### config.mk
export PLATFORM = sky130hd
export DESIGN_NAME = text_console_writer
export DESIGN_NICKNAME = d
export VERILOG_FILES = /design/src/rtl/text_console_writer.sv
export SDC_FILE = /design/constraint.sdc
export NUM_CORES = 1
export LEC_CHECK = 0
export ABC_AREA = 0
export BUFFER_PORTS_ARGS = -buffer_cell sky130_fd_sc_hd__buf_4
export CAP_MARGIN = 15
export CORE_MARGIN = 3
export CORE_UTILIZATION = 30
export CTS_CLUSTER_DIAMETER = 100
export CTS_CLUSTER_SIZE = 10
export DETAILED_ROUTE_END_ITERATION = 8
export GPL_TIMING_DRIVEN = 0
export RECOVER_POWER = 25
export SLEW_MARGIN = 20
export SYNTH_ARGS = -nofsm -noshare
export SYNTH_HDL_FRONTEND = slang
export SYNTH_SLANG_ARGS = --single-unit
export TNS_END_PERCENT = 30
### constraint.sdc
create_clock -name clock -period 3.65 [get_ports clock]
set_input_delay 0.365 -clock clock [delete_from_list [all_inputs] [get_ports clock]]
set_output_delay 0.365 -clock clock [all_outputs]
set_load 0.01 [all_outputs]
### src/rtl/text_console_writer.sv
// Text console writer: turns a stream of character codes into cell writes for a
// COLS x ROWS text buffer, handling cursor movement, control codes, line clear
// on row advance and full-screen clear.
//
// Ports:
//   clock       rising-edge clock for all state
//   reset       synchronous active-low reset
//   char_valid  a character is offered
//   char_data   character code
//   char_attr   attribute {fg[2:0], bg[2:0]}
//   char_ready  high only in IDLE; transfer = char_valid & char_ready
//   waddr       cell address row*COLS+col
//   wdata       cell word {2'b00, fg, bg, glyph}
//   wenable     one-cycle write strobe
//   cursor_col  current cursor column
//   cursor_row  current cursor row
//
// state      | meaning
// -----------+----------------------------------------------------------
// IDLE       | char_ready high, waiting for a character
// PUT        | cycle after acceptance; carries the cell write, if any
// CLR_LINE   | blanking the row just advanced into, one cell per cycle
// CLR_SCREEN | blanking the whole buffer, one cell per cycle
module text_console_writer #(
    parameter int         COLS           = 100,
    parameter int         ROWS           = 60,
    parameter logic [5:0] DEFAULT_ATTR   = 6'b111000,
    parameter bit         CLEAR_ON_RESET = 1'b1
) (
    input  logic        clock,
    input  logic        reset,
    input  logic        char_valid,
    input  logic [7:0]  char_data,
    input  logic [5:0]  char_attr,
    output logic        char_ready,
    output logic [15:0] waddr,
    output logic [15:0] wdata,
    output logic        wenable,
    output logic [6:0]  cursor_col,
    output logic [5:0]  cursor_row
);

    typedef enum logic [1:0] {IDLE, PUT, CLR_LINE, CLR_SCREEN} state_t;

    localparam logic [15:0] COLS16    = 16'(COLS);
    localparam logic [15:0] LAST_CELL = 16'(COLS * ROWS - 1);
    localparam logic [6:0]  COL_LAST  = 7'(COLS - 1);
    localparam logic [5:0]  ROW_LAST  = 6'(ROWS - 1);
    localparam logic [7:0]  SPACE     = 8'h20;

    state_t      state, state_next;
    logic        init_done, init_done_next;
    logic        line_pend, line_pend_next;
    logic        screen_pend, screen_pend_next;
    logic [5:0]  attr, attr_next;
    logic [15:0] clr_end, clr_end_next;
    logic [15:0] waddr_next, wdata_next;
    logic        wenable_next, char_ready_next;
    logic [6:0]  col_next;
    logic [5:0]  row_next, row_adv;
    logic [15:0] line_base;

    function automatic logic [15:0] cell_addr(input logic [5:0] r, input logic [6:0] c);
        return 16'(r) * COLS16 + 16'(c);
    endfunction

    assign row_adv   = (cursor_row == ROW_LAST) ? 6'd0 : cursor_row + 6'd1;
    assign line_base = cell_addr(cursor_row, 7'd0);

    always_comb begin
        state_next       = state;
        init_done_next   = 1'b1;
        line_pend_next   = line_pend;
        screen_pend_next = screen_pend;
        attr_next        = attr;
        clr_end_next     = clr_end;
        waddr_next       = waddr;
        wdata_next       = wdata;
        wenable_next     = 1'b0;
        char_ready_next  = 1'b0;
        col_next         = cursor_col;
        row_next         = cursor_row;

        if (!init_done) begin
            // First edge out of reset: either kick off the screen clear or go ready.
            if (CLEAR_ON_RESET) begin
                state_next   = CLR_SCREEN;
                attr_next    = DEFAULT_ATTR;
                wenable_next = 1'b1;
                waddr_next   = 16'd0;
                wdata_next   = {2'b00, DEFAULT_ATTR, SPACE};
                clr_end_next = LAST_CELL;
            end else begin
                state_next      = IDLE;
                char_ready_next = 1'b1;
            end
        end else begin
            case (state)
                IDLE: begin
                    char_ready_next = 1'b1;
                    if (char_valid && char_ready) begin
                        // Outputs are registered, so the PUT-cycle write is set up here.
                        char_ready_next  = 1'b0;
                        state_next       = PUT;
                        attr_next        = char_attr;
                        line_pend_next   = 1'b0;
                        screen_pend_next = 1'b0;
                        if (char_data >= 8'h20) begin
                            wenable_next = 1'b1;
                            waddr_next   = cell_addr(cursor_row, cursor_col);
                            wdata_next   = {2'b00, char_attr, char_data};
                            if (cursor_col == COL_LAST) begin
                                col_next       = 7'd0;
                                row_next       = row_adv;
                                line_pend_next = 1'b1;
                            end else begin
                                col_next = cursor_col + 7'd1;
                            end
                        end else begin
                            case (char_data)
                                8'h0A: begin
                                    col_next       = 7'd0;
                                    row_next       = row_adv;
                                    line_pend_next = 1'b1;
                                end
                                8'h0D: col_next = 7'd0;
                                8'h08: begin
                                    if (cursor_col != 7'd0) begin
                                        col_next     = cursor_col - 7'd1;
                                        wenable_next = 1'b1;
                                        waddr_next   = cell_addr(cursor_row, cursor_col - 7'd1);
                                        wdata_next   = {2'b00, char_attr, SPACE};
                                    end
                                end
                                8'h0C: begin
                                    col_next         = 7'd0;
                                    row_next         = 6'd0;
                                    screen_pend_next = 1'b1;
                                end
                                default: ;
                            endcase
                        end
                    end
                end
                PUT: begin
                    // Row was already advanced at acceptance, so line_base is the new row.
                    if (line_pend) begin
                        state_next   = CLR_LINE;
                        wenable_next = 1'b1;
                        waddr_next   = line_base;
                        wdata_next   = {2'b00, attr, SPACE};
                        clr_end_next = line_base + COLS16 - 16'd1;
                    end else if (screen_pend) begin
                        state_next   = CLR_SCREEN;
                        wenable_next = 1'b1;
                        waddr_next   = 16'd0;
                        wdata_next   = {2'b00, attr, SPACE};
                        clr_end_next = LAST_CELL;
                    end else begin
                        state_next      = IDLE;
                        char_ready_next = 1'b1;
                    end
                end
                CLR_LINE, CLR_SCREEN: begin
                    // waddr doubles as the clear counter; the write visible now is at waddr.
                    if (waddr == clr_end) begin
                        state_next      = IDLE;
                        char_ready_next = 1'b1;
                    end else begin
                        wenable_next = 1'b1;
                        waddr_next   = waddr + 16'd1;
                        wdata_next   = {2'b00, attr, SPACE};
                    end
                end
                default: state_next = IDLE;
            endcase
        end
    end

    always_ff @(posedge clock) begin
        if (!reset) begin
            state       <= IDLE;
            init_done   <= 1'b0;
            line_pend   <= 1'b0;
            screen_pend <= 1'b0;
            attr        <= 6'd0;
            clr_end     <= 16'd0;
            waddr       <= 16'd0;
            wdata       <= 16'd0;
            wenable     <= 1'b0;
            char_ready  <= 1'b0;
            cursor_col  <= 7'd0;
            cursor_row  <= 6'd0;
        end else begin
            state       <= state_next;
            init_done   <= init_done_next;
            line_pend   <= line_pend_next;
            screen_pend <= screen_pend_next;
            attr        <= attr_next;
            clr_end     <= clr_end_next;
            waddr       <= waddr_next;
            wdata       <= wdata_next;
            wenable     <= wenable_next;
            char_ready  <= char_ready_next;
            cursor_col  <= col_next;
            cursor_row  <= row_next;
        end
    end

endmodule
==> impl_metrics.env, run 1 <==
export IMPL_die_w_um=130
export IMPL_antenna_cells_inserted=0
export IMPL_cts_tree="yes"
export IMPL_drt_iter0_drc=207
export IMPL_critical_path_slowest_cell="fa_1"
export IMPL_globalRouteOverflowTotal=0
export IMPL_seq_area_frac_synth=0.301
export IMPL_place_port_buffers=61
export IMPL_cts_hold_repair_buffers=0
export IMPL_total_power_uw=1900
export IMPL_detailed_place_hpwl_mm=10.7
export IMPL_primary_ff_master_synth="dfxtp_1"
export IMPL_crit_top_cell="ha_1"
export IMPL_critical_path_peak_fanout=8
export IMPL_achievable_frequency_mhz=283
export IMPL_htree_num_levels=3
export IMPL_layout_drive_gt1_share=0.144
export IMPL_drv_slew=0
export IMPL_maxCapViolCount=0
export IMPL_totalWireLength_mm=14.0
export IMPL_pin_count_of_the_biggest_net_entering_global_routing=16
export IMPL_synth_commonest_cells="dfxtp_1 (69), a21oi_1 (60), nand2_1 (57)"
export IMPL_post_drt_via_cell_ratio=5.45
export IMPL_cell_by_cell_trace_of_the_critical_path="ha_1, ha_1, ha_1, fa_1, xor2_2, nand2_1, a211o_1, nor4b_1, o21ai_0, a21oi_1"
export IMPL_yosys_cell_types_count=74
export IMPL_path_clk_slew_ns=0.07
export IMPL_cp_required_ns=3.92
export IMPL_finalHoldViolations=0
export IMPL_die_footprint_sq_um=16800
export IMPL_core_region_area_sq_um=14800
export IMPL_flip_flop_and_latch_count_after_synthesis=69
export IMPL_routabilityCongestion=0.917
export IMPL_clock_tree_root_cell="clkbuf_16"
export IMPL_status="finished clean"
export IMPL_track_usage=0.168
export IMPL_synth_most_common_cell="dfxtp_1"
export IMPL_synth_enable_flop_cells=0
export IMPL_critical_path_top_delay_family="adder cells"
export IMPL_critical_path_class="flip-flop to flip-flop"
export IMPL_max_slew_margin=0.582
export IMPL_power_density_nw_per_um2=344
export IMPL_yosys_area_top_type="dfxtp_1"
export IMPL_post_synth_instance_area_sq_um=4590
export IMPL_route_met2_wl_mm=6.55
export IMPL_hold_path_class="input pin to flip-flop"
export IMPL_pre_cts_slack_ns=-0.283
export IMPL_cts_buffers=9
export IMPL_die_h_um=130
export IMPL_max_vdd_ir_drop_mv=0.188
export IMPL_synthesis_instances=574
export IMPL_routed_via_count=4559
export IMPL_grt_first_pass_wirelength_mm=22.8
export IMPL_worst_skew_pair_late_latency_ns=0.34
export IMPL_startpoint_type="flip-flop"
export IMPL_nFillCells=1568
export IMPL_whs_ns=0.277
export IMPL_ant_nets=0
export IMPL_worst_setup_end_kind="flip-flop"
export IMPL_route_top_layer_used="met4"
export IMPL_final_critical_path_required_period_ns=3.53
export IMPL_dr_wl_met3_um=691
export IMPL_clock_path_buffers=2
export IMPL_antenna_found_initial=0
export IMPL_area_growth_synth_to_final_pct=20.4
export IMPL_grt_pass1_vias=4505
export IMPL_detail_route_wl_per_cell_um=16.7
export IMPL_finalClockSkew_ns=0.00857
export IMPL_crit_arrival_ns=3.79
export IMPL_final_min_period_over_clock_period=0.967
export IMPL_dr_pass1_iters=5
export IMPL_setup_violations_final=0
export IMPL_floorplan_rows=44
export IMPL_number_of_buffers_and_inverters_on_the_critical_path=0
export IMPL_clock_sinks=69
export IMPL_critical_path_max_stage_delay_ns=0.53
export IMPL_power_leakage_uw=0.00215
export IMPL_detail_route_drc_violations=0
export IMPL_synthDominantCellAreaShare=0.301
export IMPL_layout_setup_ws_ns=0.122
export IMPL_synth_area_top_cells="dfxtp_1 (30%), ha_1 (9.5%), a21oi_1 (6.5%)"
export IMPL_drt_met1_wl_mm=6.32
export IMPL_start_util=0.311
export IMPL_yosys_warnings=0
export IMPL_synth_area_per_cell_sq_um=8.00
export IMPL_worst_tran_pin_value_ns=0.622
export IMPL_floorplan_io_pins=64
export IMPL_num_nets_final=702
export IMPL_async_reset_ff_frac=0
-- final timing paths --
path / cells past startpoint / slack [ns] / startpoint / end
worst min-delay path: 3 / 0.28 / char_attr[1] / attr[1]
worst max-delay path: 10 / 0.12 / cursor_row[1] / waddr[13]
worst max register to register: 10 / 0.12 / cursor_row[1] / waddr[13]
worst min register to register: 2 / 0.46 / wdata[3] / wdata[3]
-- where the power goes --
group	internal, uW	leakage, uW	switching (uW)	total [uW]
clock	477	0.000140	388	865
combinational	88.5	0.00144	151	240
sequential	777	0.000565	18.5	796
-- kinds of logic (layout without fill, tap and decap cells) --
group | count (synthesis) | in the layout | synth area share
simple gates | 213 | 213 | 0.233
compound gates | 159 | 159 | 0.220
flops | 69 | 69 | 0.301
buf+inv | 50 | 128 | 0.0518
xor+xnor | 38 | 38 | 0.0741
fa+ha+maj | 37 | 37 | 0.104
mux | 7 | 7 | 0.0153
other cells | 1 | 2 | 0.000817
-- layout make-up --
type	instances	area, sq um	share of cell area
Clock inverter	7	65.1	0.0118
Sequential cell	69	1390	0.250
Multi-Input combinational cell	456	3020	0.545
Inverter	18	67.6	0.0122
Buffer	32	173	0.0312
Clock buffer	9	225	0.0407
Tap cell	184	230	0.0416
Timing Repair Buffer	62	368	0.0665
-- timing repair --
item                                    in CTS  in global routing
pin swaps                                    0                  1
endpoints found under the setup margin       1                  5
setup buffers                                0                  1
gates resized for setup                      1                 14
-- stage by stage --
step | area (sq um) | TNS (ns) | utilization | cells
after global routing | 5530 | -0.0223 | 0.375 | 837
after global placement | 5280 | -0.464 | 0.358 | 820
after CTS | 5580 | 0 | 0.378 | 836
after floorplan | 4600 | 0 | - | 575
after detailed placement | 5280 | -0.589 | 0.358 | 820
final | 5530 | 0 | 0.375 | 837
-- state kept, by name, summed over array words and instances, names as in the netlist, 2 cells and up --
register,count
clr_end,13
cursor_col,7
cursor_row,6
wdata,14
state,2
attr,6
waddr,16
-- metal layers --
metal | track usage | vias up
met5 | 0 | -
met4 | 0.0709 | 0
met3 | 0.0282 | 33
met2 | 0.275 | 152
met1 | 0.221 | 2147
li1 | - | 2227
-- worst min-delay path, stage by stage --
cell and delay (ns):
buf_4 0.08, mux2i_1 0.06, nor2_1 0.08
-- layout by cell type (no fill, tap or decap), types with 8 or more instances in the layout --
| master | count |
|---|---|
| a21oi_1 | 58 |
| and3_1 | 9 |
| buf_4 | 42 |
| clkbuf_1 | 43 |
| clkbuf_16 | 9 |
| dfxtp_1 | 66 |
| ha_1 | 35 |
| inv_1 | 16 |
| nand2_1 | 57 |
| nand2b_1 | 8 |
| nand3_1 | 29 |
| nand4_1 | 10 |
| nor2_1 | 45 |
| nor3_1 | 23 |
| o21ai_0 | 32 |
| xnor2_1 | 26 |
| xor2_1 | 9 |
Power figures use the tool's default switching activity.
==> run 2: changes to the inputs <==
--- a/config.mk
+++ b/config.mk
@@ -8,6 +8,7 @@
 export ABC_AREA = 0
 export BUFFER_PORTS_ARGS = -buffer_cell sky130_fd_sc_hd__buf_4
 export CAP_MARGIN = 15
+export CORE_ASPECT_RATIO = 0.5
 export CORE_MARGIN = 3
 export CORE_UTILIZATION = 30
 export CTS_CLUSTER_DIAMETER = 100
==> constraint.sdc (replaced) <==
create_clock -name clock -period 4.02 [get_ports clock]
set_input_delay 0.402 -clock clock [delete_from_list [all_inputs] [get_ports clock]]
set_output_delay 0.402 -clock clock [all_outputs]
set_load 0.01 [all_outputs]
==> impl_metrics.env, run 2 (synthesized netlist as in run 1, its figures left out) <==
export IMPL_final_critical_path_required_period_ns=3.74
export IMPL_globalRouteOverflowTotal=0
export IMPL_layout_drive_gt1_share=0.123
export IMPL_startpoint_type="input pin"
export IMPL_number_of_buffers_and_inverters_on_the_critical_path=3
export IMPL_crit_arrival_ns=3.94
export IMPL_core_region_area_sq_um=14700
export IMPL_setup_violations_final=0
export IMPL_track_usage=0.166
export IMPL_largestRegisters="waddr: 16 flops, wdata: 14 flops, clr_end: 13 flops"
export IMPL_die_h_um=93.5
export IMPL_power_leakage_uw=0.00211
export IMPL_clock_sinks=69
export IMPL_floorplan_rows=31
export IMPL_netSwitchingFraction=0.282
export IMPL_largest_register_ff_count=16
export IMPL_total_switching_power_uw=501
export IMPL_final_min_period_over_clock_period=0.930
export IMPL_max_vdd_ir_drop_mv=0.159
export IMPL_totalWireLength_mm=14.0
export IMPL_path_clk_slew_ns=0.06
export IMPL_critical_path_class="input pin to flip-flop"
export IMPL_post_cts_resize_count=0
export IMPL_drt_iter0_drc=331
export IMPL_place_port_buffers=61
export IMPL_hold_path_class="input pin to flip-flop"
export IMPL_postPlaceCellArea_sq_um=5300
export IMPL_power_combinational_fraction=0.123
export IMPL_antenna_found_initial=0
export IMPL_r2r_start="cursor_col[0]"
export IMPL_area_growth_synth_to_final_pct=19.8
export IMPL_status="finished clean"
export IMPL_worstSetupStartpoint="char_data[7]"
export IMPL_routed_via_count=4589
export IMPL_finalInstanceArea_sq_um=5500
export IMPL_post_drt_via_cell_ratio=5.40
export IMPL_drv_slew=0
export IMPL_critical_path_max_stage_delay_ns=0.51
export IMPL_cts_tree="yes"
export IMPL_htree_num_levels=3
export IMPL_num_nets_final=701
export IMPL_worst_setup_end_kind="flip-flop"
export IMPL_critical_path_top_delay_family="simple AND/OR/NAND/NOR gates"
export IMPL_max_slew_margin=0.577
export IMPL_die_footprint_sq_um=16900
export IMPL_holdCritStartpoint="char_attr[2]"
export IMPL_maxCapViolCount=0
export IMPL_setup_tns_final_ns=0
export IMPL_routabilityCongestion=0.911
export IMPL_cell_by_cell_trace_of_the_critical_path="buf_4, nor3_1, clkbuf_1, nand2_1, xnor2_1, ha_1, inv_1, fa_1, nand2b_1, a21oi_1, o21ai_1, nor3b_1, xor2_1, a222oi_1, a211oi_1"
export IMPL_critical_path_peak_fanout=10
export IMPL_critical_path_slowest_cell="nor3_1"
export IMPL_start_util=0.312
export IMPL_worst_skew_pair_late_latency_ns=0.35
export IMPL_dr_pass1_iters=5
export IMPL_clock_tree_root_cell="clkbuf_16"
export IMPL_grt_first_pass_wirelength_mm=22.6
export IMPL_cp_required_ns=4.22
export IMPL_ant_nets=0
export IMPL_floorplan_io_pins=64
export IMPL_sequentialPowerShare=0.407
export IMPL_clock_path_buffers=2
export IMPL_die_w_um=181
export IMPL_detailed_place_hpwl_mm=10.6
export IMPL_final_common_cell="dfxtp_1"
export IMPL_leading_cell_types_in_the_layout_fill_and_taps_excluded="dfxtp_1 (69), a21oi_1 (60), nand2_1 (57)"
export IMPL_cts_post_setup_buffers_inserted=0
export IMPL_antenna_cells_inserted=0
export IMPL_detail_route_drc_violations=0
export IMPL_unrepaired_setup_endpoints_after_global_routing="no"
export IMPL_cts_buffers=9
export IMPL_grt_pass1_vias=4235
export IMPL_power_density_nw_per_um2=323
export IMPL_registers_top_by_ff_count="waddr"
export IMPL_finalHoldViolations=0
export IMPL_cell_internal_pwr_uw=1270
export IMPL_clockPowerShare=0.470
export IMPL_achievable_frequency_mhz=267
export IMPL_cts_hold_repair_buffers=0
export IMPL_pin_count_of_the_biggest_net_entering_global_routing=15
export IMPL_finalClockSkew_ns=0.0138
export IMPL_worst_tran_pin_value_ns=0.635
export IMPL_detail_route_wl_per_cell_um=16.5
==> run 2: layout make-up <==
cell class | instances | area [sq um]
Fill cell | 1539 | 9200
Multi-Input combinational cell | 456 | 2980
Sequential cell | 69 | 1380
Timing Repair Buffer | 61 | 353
Tap cell | 198 | 248
Clock buffer | 9 | 225
Buffer | 32 | 170
Clock inverter | 7 | 81.3
Inverter | 18 | 67.6
==> run 2: routing by layer <==
metal / GRT usage / wire [um] / vias up
li1: - / - / 2231
met1: 0.239 / 7100 / 2172
met2: 0.242 / 5870 / 154
met3: 0.0350 / 710 / 32
met4: 0.0652 / 367 / 0
met5: 0 / 0 / -
==> run 2: final timing paths <==
path         cells past startpoint         to  slack, ns
max                             15  waddr[12]       0.28
min                              3    attr[2]       0.31
max reg2reg                     15  waddr[12]       0.32
min reg2reg                      2   wdata[3]       0.46
==> run 2: through the flow <==
stage | utilization | total power [uW] | hold WS [ns] | worst slack (ns) | cells
5_1_grt | 0.374 | 1850 | 0.319 | 0.0363 | 850
2_1_floorplan | - | 875 | 0.430 | 0.798 | 575
3_5_place_dp | 0.361 | 961 | 0.450 | 0.0309 | 834
4_1_cts | 0.381 | 1790 | 0.221 | 0.379 | 850
3_3_place_gp | 0.361 | 961 | 0.445 | 0.0366 | 834
6_report | 0.374 | 1780 | 0.308 | 0.280 | 850
==> run 2: worst min-delay path, delay by kind of cell <==
kind / cells / cell delay, ns
AND/OR/NAND/NOR: 1 / 0.07
buffers and inverters: 1 / 0.08
multiplexers: 1 / 0.06
==> run 2: power groups by stage <==
stage          logic, uW  registers, uW  clock network, uW
2_1_floorplan        136            739                  0
3_3_place_gp         223            737                  0
3_5_place_dp         223            738                  0
4_1_cts              224            723                847
5_1_grt              241            725                882
6_report             218            723                835
==> run 3: changes to the inputs <==
--- a/config.mk
+++ b/config.mk
@@ -14,8 +14,8 @@
 export CTS_CLUSTER_DIAMETER = 100
 export CTS_CLUSTER_SIZE = 10
 export DETAILED_ROUTE_END_ITERATION = 8
-export GPL_TIMING_DRIVEN = 0
 export RECOVER_POWER = 25
+export SETUP_SLACK_MARGIN = 0.5
 export SLEW_MARGIN = 20
 export SYNTH_ARGS = -nofsm -noshare
 export SYNTH_HDL_FRONTEND = slang
==> impl_metrics.env, run 3 (synthesized netlist as in run 1, its figures left out) <==
export IMPL_largest_register_ff_count=16
export IMPL_htree_num_levels=3
export IMPL_cts_tree="yes"
export IMPL_final_critical_path_required_period_ns=3.38
export IMPL_worst_tran_pin_value_ns=0.793
export IMPL_max_vdd_ir_drop_mv=0.183
export IMPL_routed_via_count=4400
export IMPL_final_common_cell="dfxtp_1"
export IMPL_achievable_frequency_mhz=296
export IMPL_postLayoutCoreUtil=0.371
export IMPL_hold_path_class="input pin to flip-flop"
export IMPL_num_nets_final=681
export IMPL_dr_pass1_iters=5
export IMPL_cp_required_ns=4.27
export IMPL_clock_path_buffers=2
export IMPL_die_h_um=93.5
export IMPL_track_usage=0.156
export IMPL_detail_route_drc_violations=0
export IMPL_finalClockSkew_ns=0.00669
export IMPL_antenna_found_initial=0
export IMPL_largestRegisters="waddr: 16 flops, wdata: 14 flops, clr_end: 13 flops"
export IMPL_setup_violations_final=0
export IMPL_globalRouteOverflowTotal=0
export IMPL_die_w_um=181
export IMPL_status="finished clean"
export IMPL_path_clk_slew_ns=0.06
export IMPL_grt_first_pass_wirelength_mm=21.5
export IMPL_layout_drive_gt1_share=0.142
export IMPL_finalHoldViolations=0
export IMPL_critical_path_class="flip-flop to flip-flop"
export IMPL_unrepaired_setup_endpoints_after_global_routing="no"
export IMPL_cts_hold_repair_buffers=0
export IMPL_detailed_place_hpwl_mm=9.81
export IMPL_ant_nets=0
export IMPL_clock_sinks=69
export IMPL_die_footprint_sq_um=16900
export IMPL_power_leakage_uw=0.00209
export IMPL_leading_cell_types_in_the_layout_fill_and_taps_excluded="dfxtp_1 (69), a21oi_1 (58), nand2_1 (57)"
export IMPL_totalWireLength_mm=13.2
export IMPL_crit_arrival_ns=3.63
export IMPL_maxCapViolCount=0
export IMPL_routabilityCongestion=0.838
export IMPL_critical_path_peak_fanout=6
export IMPL_startpoint_type="flip-flop"
export IMPL_post_drt_via_cell_ratio=5.30
export IMPL_nFillCells=1542
export IMPL_max_slew_margin=0.471
export IMPL_antenna_cells_inserted=0
export IMPL_grt_pass1_vias=4150
export IMPL_final_min_period_over_clock_period=0.840
export IMPL_floorplan_io_pins=64
export IMPL_registers_top_by_ff_count="waddr"
export IMPL_detail_route_wl_per_cell_um=16.0
export IMPL_drv_slew=0
export IMPL_area_growth_synth_to_final_pct=18.7
export IMPL_power_density_nw_per_um2=307
export IMPL_pin_count_of_the_biggest_net_entering_global_routing=30
export IMPL_start_util=0.312
export IMPL_floorplan_rows=31
export IMPL_setup_tns_final_ns=0
export IMPL_worst_setup_end_kind="flip-flop"
export IMPL_cts_buffers=9
export IMPL_drt_iter0_drc=263
export IMPL_worst_skew_pair_late_latency_ns=0.34
export IMPL_clock_tree_root_cell="clkbuf_16"
export IMPL_place_port_buffers=61
export IMPL_core_region_area_sq_um=14700
run 3: cell types whose count changed in the layout (fill, tap and decap cells not counted), sizes merged:
cell	before	now
inv	20	19
buf	46	49
clkinvlp	1	3
bufinv	1	0
clkbuf	56	33
run 3: routing by layer:
layer	GRT usage	up-vias	wire, um
met3	0.0307	11	728
met2	0.249	129	5940
li1	-	2179	-
met1	0.221	2081	6470
met5	0	-	0
met4	0.0317	0	106
run 3: area by class of cell:
cell class              instances  area, sq um  share of cell area
well taps                     198          248              0.0454
multi-input cells             456         3020               0.554
inverters                      18         67.6              0.0124
clock buffers                   9          225              0.0413
repair buffers                 73          458              0.0840
flip-flops and latches         69         1380               0.253
clock inverters                 7         50.0             0.00918
run 3: power by group:
part	internal (uW)	total, uW	switching, uW
registers	706	730	23.7
clock network	420	747	328
logic	72.5	194	121
total	1200	1670	473
run 3: final timing paths:
check,from,to,slack (ns),cells after the start
setup reg to reg,cursor_row[2],waddr[11],0.64,13
hold / removal,char_attr[0],attr[0],0.32,3
hold reg to reg,wdata[6],wdata[6],0.46,2
setup / recovery,cursor_row[2],waddr[11],0.64,13
run 3: what timing repair did:
item / 4_1_cts / 5_1_grt
endpoints found under the setup margin: 0 / 5
resized for setup: 0 / 12
setup buffers: 0 / 1
run 3: worst max-delay path: stages (launching register included):
cell	delay, ns
dfxtp_1	0.44
inv_1	0.10
ha_1	0.29
inv_1	0.04
ha_1	0.30
ha_1	0.35
ha_4	0.32
nor2_1	0.06
or3b_2	0.49
nand2b_1	0.10
a21oi_1	0.07
xnor2_1	0.32
o221ai_1	0.21
a211oi_1	0.22
run 3: stage by stage:
step	setup slack, ns	cell area (sq um)	instances	hold WS, ns	power [uW]
6_report	0.643	5450	830	0.320	1670
5_1_grt	0.407	5450	830	0.328	1740
4_1_cts	0.519	5490	829	0.310	1690
3_5_place_dp	0.407	5220	813	0.449	943
3_3_place_gp	0.432	5220	813	0.448	942
2_1_floorplan	0.798	4600	575	0.430	875
